$ cat config.mk
export PLATFORM = sky130hd
export DESIGN_NAME = clock_display_driver
export DESIGN_NICKNAME = d
export VERILOG_FILES = /design/src/rtl/clock_disp_pkg.sv /design/src/rtl/seg7_decoder.sv /design/src/rtl/clock_display_driver.sv
export SDC_FILE = /design/constraint.sdc
export NUM_CORES = 1
export LEC_CHECK = 0
export ABC_AREA = 1
export ABC_CLOCK_PERIOD_IN_PS = 3220
export BUFFER_PORTS_ARGS = -buffer_cell sky130_fd_sc_hd__buf_2
export CAP_MARGIN = 20
export CORE_MARGIN = 1
export CORE_UTILIZATION = 56
export DETAILED_ROUTE_END_ITERATION = 16
export HOLD_SLACK_MARGIN = 0.06
export PLACE_DENSITY = 0.79
export SLEW_MARGIN = 20
export SYNTH_ARGS = -nofsm -noshare
export SYNTH_HDL_FRONTEND = slang
export SYNTH_SLANG_ARGS = --single-unit
$ cat constraint.sdc
create_clock -name clk -period 3.22 [get_ports clk]
set_clock_uncertainty 0.2 [all_clocks]
set_input_delay 0.322 -clock clk [delete_from_list [all_inputs] [get_ports clk]]
set_output_delay 0.322 -clock clk [all_outputs]
set_load 0.1 [all_outputs]
$ cat src/rtl/clock_disp_pkg.sv
// Shared constants for the multiplexed 7-segment clock display: segment codes (active low),
// digit-slot indices, decimal-point mask and per-slot digit range limits.
package clock_disp_pkg;

    localparam int NUM_DIGITS = 6;

    localparam logic [6:0] SEG_0    = 7'h40;
    localparam logic [6:0] SEG_1    = 7'h79;
    localparam logic [6:0] SEG_2    = 7'h24;
    localparam logic [6:0] SEG_3    = 7'h30;
    localparam logic [6:0] SEG_4    = 7'h19;
    localparam logic [6:0] SEG_5    = 7'h12;
    localparam logic [6:0] SEG_6    = 7'h02;
    localparam logic [6:0] SEG_7    = 7'h78;
    localparam logic [6:0] SEG_8    = 7'h00;
    localparam logic [6:0] SEG_9    = 7'h10;
    localparam logic [6:0] SEG_DASH = 7'h3F;
    localparam logic [6:0] SEG_OFF  = 7'h7F;

    localparam logic [2:0] IDX_S0 = 3'd0;
    localparam logic [2:0] IDX_S1 = 3'd1;
    localparam logic [2:0] IDX_M0 = 3'd2;
    localparam logic [2:0] IDX_M1 = 3'd3;
    localparam logic [2:0] IDX_H0 = 3'd4;
    localparam logic [2:0] IDX_H1 = 3'd5;

    localparam logic [5:0] DP_MASK = 6'b010100;
    localparam logic [5:0] AN_OFF  = 6'h3F;

    // Largest legal value for the digit shown in a given slot.
    function automatic logic [3:0] digit_max(input logic [2:0] idx);
        case (idx)
            IDX_S1, IDX_M1: return 4'd5;
            IDX_H1:         return 4'd2;
            default:        return 4'd9;
        endcase
    endfunction

endpackage

$ cat src/rtl/seg7_decoder.sv
// Combinational BCD to active-low 7-segment decode {g,f,e,d,c,b,a}; shows a dash when the
// digit exceeds the slot's maximum. Zero latency, no flow control.
module seg7_decoder
    import clock_disp_pkg::*;
(
    input  logic [3:0] digit,
    input  logic [3:0] max_val,
    output logic [6:0] seg_n
);

    always_comb begin
        seg_n = SEG_DASH;
        if (digit <= max_val) begin
            case (digit)
                4'd0:    seg_n = SEG_0;
                4'd1:    seg_n = SEG_1;
                4'd2:    seg_n = SEG_2;
                4'd3:    seg_n = SEG_3;
                4'd4:    seg_n = SEG_4;
                4'd5:    seg_n = SEG_5;
                4'd6:    seg_n = SEG_6;
                4'd7:    seg_n = SEG_7;
                4'd8:    seg_n = SEG_8;
                4'd9:    seg_n = SEG_9;
                default: seg_n = SEG_DASH;
            endcase
        end
    end

endmodule

$ cat src/rtl/clock_display_driver.sv
// 6-digit multiplexed common-anode display driver: digits frozen per frame, alarm blinks display;
// outputs registered, update once per SCAN_DIV cycles. DISP_LEADING_ZERO_BLANK_EN hides a zero hour tens.
module clock_display_driver
    import clock_disp_pkg::*;
#(
    parameter int SCAN_DIV     = 4,
    parameter int BLINK_FRAMES = 8
) (
    input  logic       clk,
    input  logic       reset,
    input  logic [1:0] H_out1,
    input  logic [3:0] H_out0,
    input  logic [3:0] M_out1,
    input  logic [3:0] M_out0,
    input  logic [3:0] S_out1,
    input  logic [3:0] S_out0,
    input  logic       Alarm,
    output logic [5:0] an_n,
    output logic [6:0] seg_n,
    output logic       dp_n,
    output logic       alarm_led
);

    localparam int DW = (SCAN_DIV > 1) ? $clog2(SCAN_DIV) : 1;
    localparam int FW = $clog2(BLINK_FRAMES) + 1;

    logic [DW-1:0]      div_q, div_d;
    logic [2:0]         idx_q, idx_d;
    logic [FW-1:0]      frame_q, frame_d;
    logic               blink_q, blink_d;
    logic [5:0][3:0]    snap_q, snap_d;
    logic               snap_alarm_q, snap_alarm_d;
    logic [5:0]         an_n_q, an_n_d;
    logic [6:0]         seg_n_q, seg_n_d;
    logic               dp_n_q, dp_n_d;
    logic               alarm_led_q;

    logic               tick, wrap, blank, src_alarm;
    logic [2:0]         nidx;
    logic [5:0][3:0]    live, src;
    logic [3:0]         dec_digit, dec_max;
    logic [6:0]         dec_seg;

    assign live = {{2'b00, H_out1}, H_out0, M_out1, M_out0, S_out1, S_out0};

    seg7_decoder u_dec (
        .digit   (dec_digit),
        .max_val (dec_max),
        .seg_n   (dec_seg)
    );

    always_comb begin
        div_d        = div_q;
        idx_d        = idx_q;
        frame_d      = frame_q;
        blink_d      = blink_q;
        snap_d       = snap_q;
        snap_alarm_d = snap_alarm_q;
        an_n_d       = an_n_q;
        seg_n_d      = seg_n_q;
        dp_n_d       = dp_n_q;

        tick   = (div_q == DW'(SCAN_DIV - 1));
        wrap   = tick && (idx_q == IDX_H1);
        nidx   = wrap ? IDX_S0 : idx_q + 3'd1;
        div_d  = tick ? '0 : div_q + DW'(1);

        if (tick) begin
            idx_d = nidx;
        end

        if (wrap) begin
            snap_d       = live;
            snap_alarm_d = Alarm;
            if (!Alarm) begin
                frame_d = '0;
                blink_d = 1'b0;
            end else if (frame_q == FW'(BLINK_FRAMES - 1)) begin
                frame_d = '0;
                blink_d = ~blink_q;
            end else begin
                frame_d = frame_q + FW'(1);
            end
        end

        // At the wrap edge the freshly captured values drive slot 0, not last frame's snapshot.
        src       = wrap ? live  : snap_q;
        src_alarm = wrap ? Alarm : snap_alarm_q;
        blank     = src_alarm && blink_d;

        dec_digit = src[nidx];
        dec_max   = digit_max(nidx);

        if (tick) begin
            seg_n_d = dec_seg;
            if (blank) begin
                an_n_d = AN_OFF;
                dp_n_d = 1'b1;
            end else begin
                an_n_d = ~(6'b000001 << nidx);
                dp_n_d = ~DP_MASK[nidx];
            end
`ifdef DISP_LEADING_ZERO_BLANK_EN
            if (nidx == IDX_H1 && src[IDX_H1] == 4'd0) begin
                an_n_d  = AN_OFF;
                seg_n_d = SEG_OFF;
            end
`endif
        end
    end

    always_ff @(posedge clk or posedge reset) begin
        if (reset) begin
            div_q        <= '0;
            idx_q        <= IDX_S0;
            frame_q      <= '0;
            blink_q      <= 1'b0;
            snap_q       <= '0;
            snap_alarm_q <= 1'b0;
            an_n_q       <= AN_OFF;
            seg_n_q      <= SEG_OFF;
            dp_n_q       <= 1'b1;
            alarm_led_q  <= 1'b0;
        end else begin
            div_q        <= div_d;
            idx_q        <= idx_d;
            frame_q      <= frame_d;
            blink_q      <= blink_d;
            snap_q       <= snap_d;
            snap_alarm_q <= snap_alarm_d;
            an_n_q       <= an_n_d;
            seg_n_q      <= seg_n_d;
            dp_n_q       <= dp_n_d;
            alarm_led_q  <= Alarm;
        end
    end

    assign an_n      = an_n_q;
    assign seg_n     = seg_n_q;
    assign dp_n      = dp_n_q;
    assign alarm_led = alarm_led_q;

endmodule

==> impl_metrics.tcl <==
set metrics [dict create \
    final_common_cell "nand2_1" \
    busiest_layer "met2" \
    globalplace.congestion 0.859 \
    synth_edf_count 0 \
    setup_violations 0 \
    hold_viol_final 0 \
    start_util 0.594 \
    grt_pass1_wl_microns 10100 \
    grt_use_met2 0.441 \
    wl_per_cell_microns 13.5 \
    finalSetupTns_ps 0 \
    yosysWarnings 0 \
    die_h_microns 70.6 \
    worstSetupStartpoint "idx_q[0]" \
    p_per_area_nw_per_um2 359 \
    gr-usage-all-layers 0.259 \
    ioPinCount 40 \
    routed_wl_microns 6230 \
    area_delta_synth_final_pct 28.0 \
    syn_inst 329 \
    port_buffers 39 \
    reg2reg_from "idx_q[0]" \
    clk_pin_slew_worst_paths_ps 80 \
    drt_iter0_drc 132 \
    status "finished with violations" \
    p_clk_frac 0.292 \
    slew_headroom 0.437 \
    endpoint_kind "register" \
    cap_violations 0 \
    netSwitchingFraction 0.285 \
    ys_ff_latch 50 \
    hp-start "S_out0[3]" \
    htree_levels 2 \
    grt_max_degree 51 \
    cts_buffer_depth 2 \
    drive_gt1_frac 0.275 \
    totalPowerFinal_mw 1.21 \
    p_int_uw 866 \
    worstMarginPinSlew_ps 844 \
    synth_nets 369 \
    placementRows 24 \
    core_sq_um 4440 \
    cts-buffers-inserted 5 \
    min_path_type "input port to register" \
    ant_nets 0 \
    hold_depth 3 \
    violations "DRC" \
    p_sw_uw 346 \
    synth_flop_cell "dfrtp_1" \
    reg2reg_slack_ps 160 \
    clock_latency_ps 300 \
    synth_area_per_cell_sq_um 8.02 \
    first_pass_iters 11 \
    p_leak_nw 1.74 \
    dieArea_sq_um 4990 \
    layout_common_cells "100 x nand2_1, 39 x buf_2, 36 x dfrtp_1" \
    fin_cells 460 \
    met1_usage 0.346 \
    crit_fanout 8 \
    drc 2 \
    antenna_found_initial 0 \
    ys_async_sr_fraction 1.00 \
    cts.sinks 50 \
    slew_viol_final 0 \
    nets 447 \
    fmax_mhz 327 \
    finalCritPeriodShare 0.951 \
    syn_area_sq_um 2640 \
    die_x_microns 70.6 \
    met3_usage 0.0442 \
    worst_ep_arrival_time_ps 3080 \
    r2r-end "seg_n[1]" \
    holdPathEnd "snap_q[3]" \
    worstSetupPathType "register to register" \
    cts_tree "built" \
    vias 2420 \
    p_comb_frac 0.156 \
    antenna_cells 0 \
    synth_cell_types 26 \
    worstRegToRegCells 16 \
    hpwl_microns 4060 \
    routed_via_density 5.26 \
    place_inst 423 \
    root_buffer "clkbuf_8" \
    required_ps 3240 \
    power.share.sequential 0.552 \
    grt_pass1_vias 2286 \
    seq_area_frac_synth 0.481 \
    ir_drop_v 0.000237 \
    start_kind "register" \
    grt_overflow_total 0 \
    finalCriticalPeriod_ps 3060 \
]
-- routing by layer --
metal  routed length, microns  vias up
li1                         -     1203
met1                     2630     1133
met2                     3140       72
met3                      339       12
met4                      121        0
met5                        0        -
-- what timing repair did --
item	4_1_cts	5_1_grt
endpoints found under the hold margin	18	36
hold buffers	18	1
gates resized for setup	0	24
endpoints found under the setup margin	0	7
setup buffers	0	10
-- critical path, cell delays in order, from the launching register on --
cell	delay [ps]
dfrtp_1	420
buf_6	160
ha_1	210
nand2_1	70
nand2_1	110
nor2_4	270
nand2_2	80
inv_2	90
nand3_2	110
nand2_2	110
ha_1	240
a21oi_1	160
o21ai_1	90
a21oi_2	220
nand3_2	120
o21ai_4	220
a21oi_1	100
-- cells by family (layout without fill, tap and decap cells) --
family | after synthesis | after routing | share of synthesized area
AOI/OAI and AO/OA | 43 | 43 | 0.0915
xor gates and xnor gates | 2 | 2 | 0.00664
adders and majority gates | 15 | 15 | 0.0711
buffers and inverters | 47 | 126 | 0.0763
DFF | 50 | 50 | 0.481
and+or+nand+nor | 172 | 172 | 0.274
-- state kept, by name, summed over array words and instances (netlist names) --
| name | count |
|---|---|
| frame_q | 4 |
| an_n | 6 |
| snap_alarm_q | 1 |
| seg_n | 7 |
| idx_q | 3 |
| dp_n | 1 |
| div_q | 2 |
| snap_q | 24 |
| blink_q | 1 |
| alarm_led | 1 |
-- cell type report --
class	instances	area (sq um)
clock inverter	2	10.0
fill	324	1070
multi-input combinational	232	1230
sequential	50	1270
tap	52	65.1
timing repair buffer	81	586
clock buffer	6	72.6
inverter	37	143
-- metrics by stage --
stage | util | setup WS [ps] | hold WS, ps | instance area, sq um
2_1_floorplan | - | 404 | 153 | 2640
3_3_place_gp | 0.663 | 109 | 216 | 2950
3_5_place_dp | 0.663 | 40.5 | 220 | 2950
4_1_cts | 0.722 | 19.3 | 62.8 | 3210
5_1_grt | 0.760 | -33.6 | 84.0 | 3380
6_report | 0.760 | 159 | 76.1 | 3380
-- worst max-delay path by stage --
stage                    end  cells past startpoint  slack (ps)
floorplan           seg_n[0]                     20         400
global placement    seg_n[3]                     17         110
detailed placement  seg_n[1]                     18          40
CTS                 seg_n[1]                     18          20
global route        seg_n[0]                     16         -30
finish              seg_n[1]                     16         160
-- power by group through the flow --
| stage | Sequential [mW] | Clock (mW) | Combinational (mW) |
|---|---|---|---|
| after floorplan | 0.750 | 0 | 0.0569 |
| after global placement | 0.679 | 0 | 0.165 |
| after detailed placement | 0.680 | 0 | 0.168 |
| after CTS | 0.669 | 0.362 | 0.186 |
| after global routing | 0.672 | 0.380 | 0.205 |
| final | 0.669 | 0.353 | 0.189 |
-- cell usage after synthesis, types with 2 or more instances --
library cell | number | area (sq um)
buf_4 | 2 | 15.0
buf_6 | 2 | 22.5
clkbuf_1 | 4 | 15.0
dfstp_2 | 14 | 368
nand4_1 | 2 | 12.5
inv_1 | 32 | 120
ha_1 | 15 | 188
a31oi_1 | 5 | 31.3
nand3b_1 | 2 | 15.0
nor2_1 | 30 | 113
o21ai_0 | 16 | 80.1
buf_2 | 2 | 10.0
nand2_1 | 104 | 390
nand2_2 | 3 | 18.8
dfrtp_1 | 36 | 901
nor2_4 | 2 | 22.5
nand3_1 | 28 | 140
inv_2 | 5 | 18.8
o21ai_1 | 2 | 10.0
o21ai_2 | 3 | 26.3
o211ai_1 | 2 | 15.0
a21oi_1 | 14 | 70.1
Power figures use the tool's default switching activity.
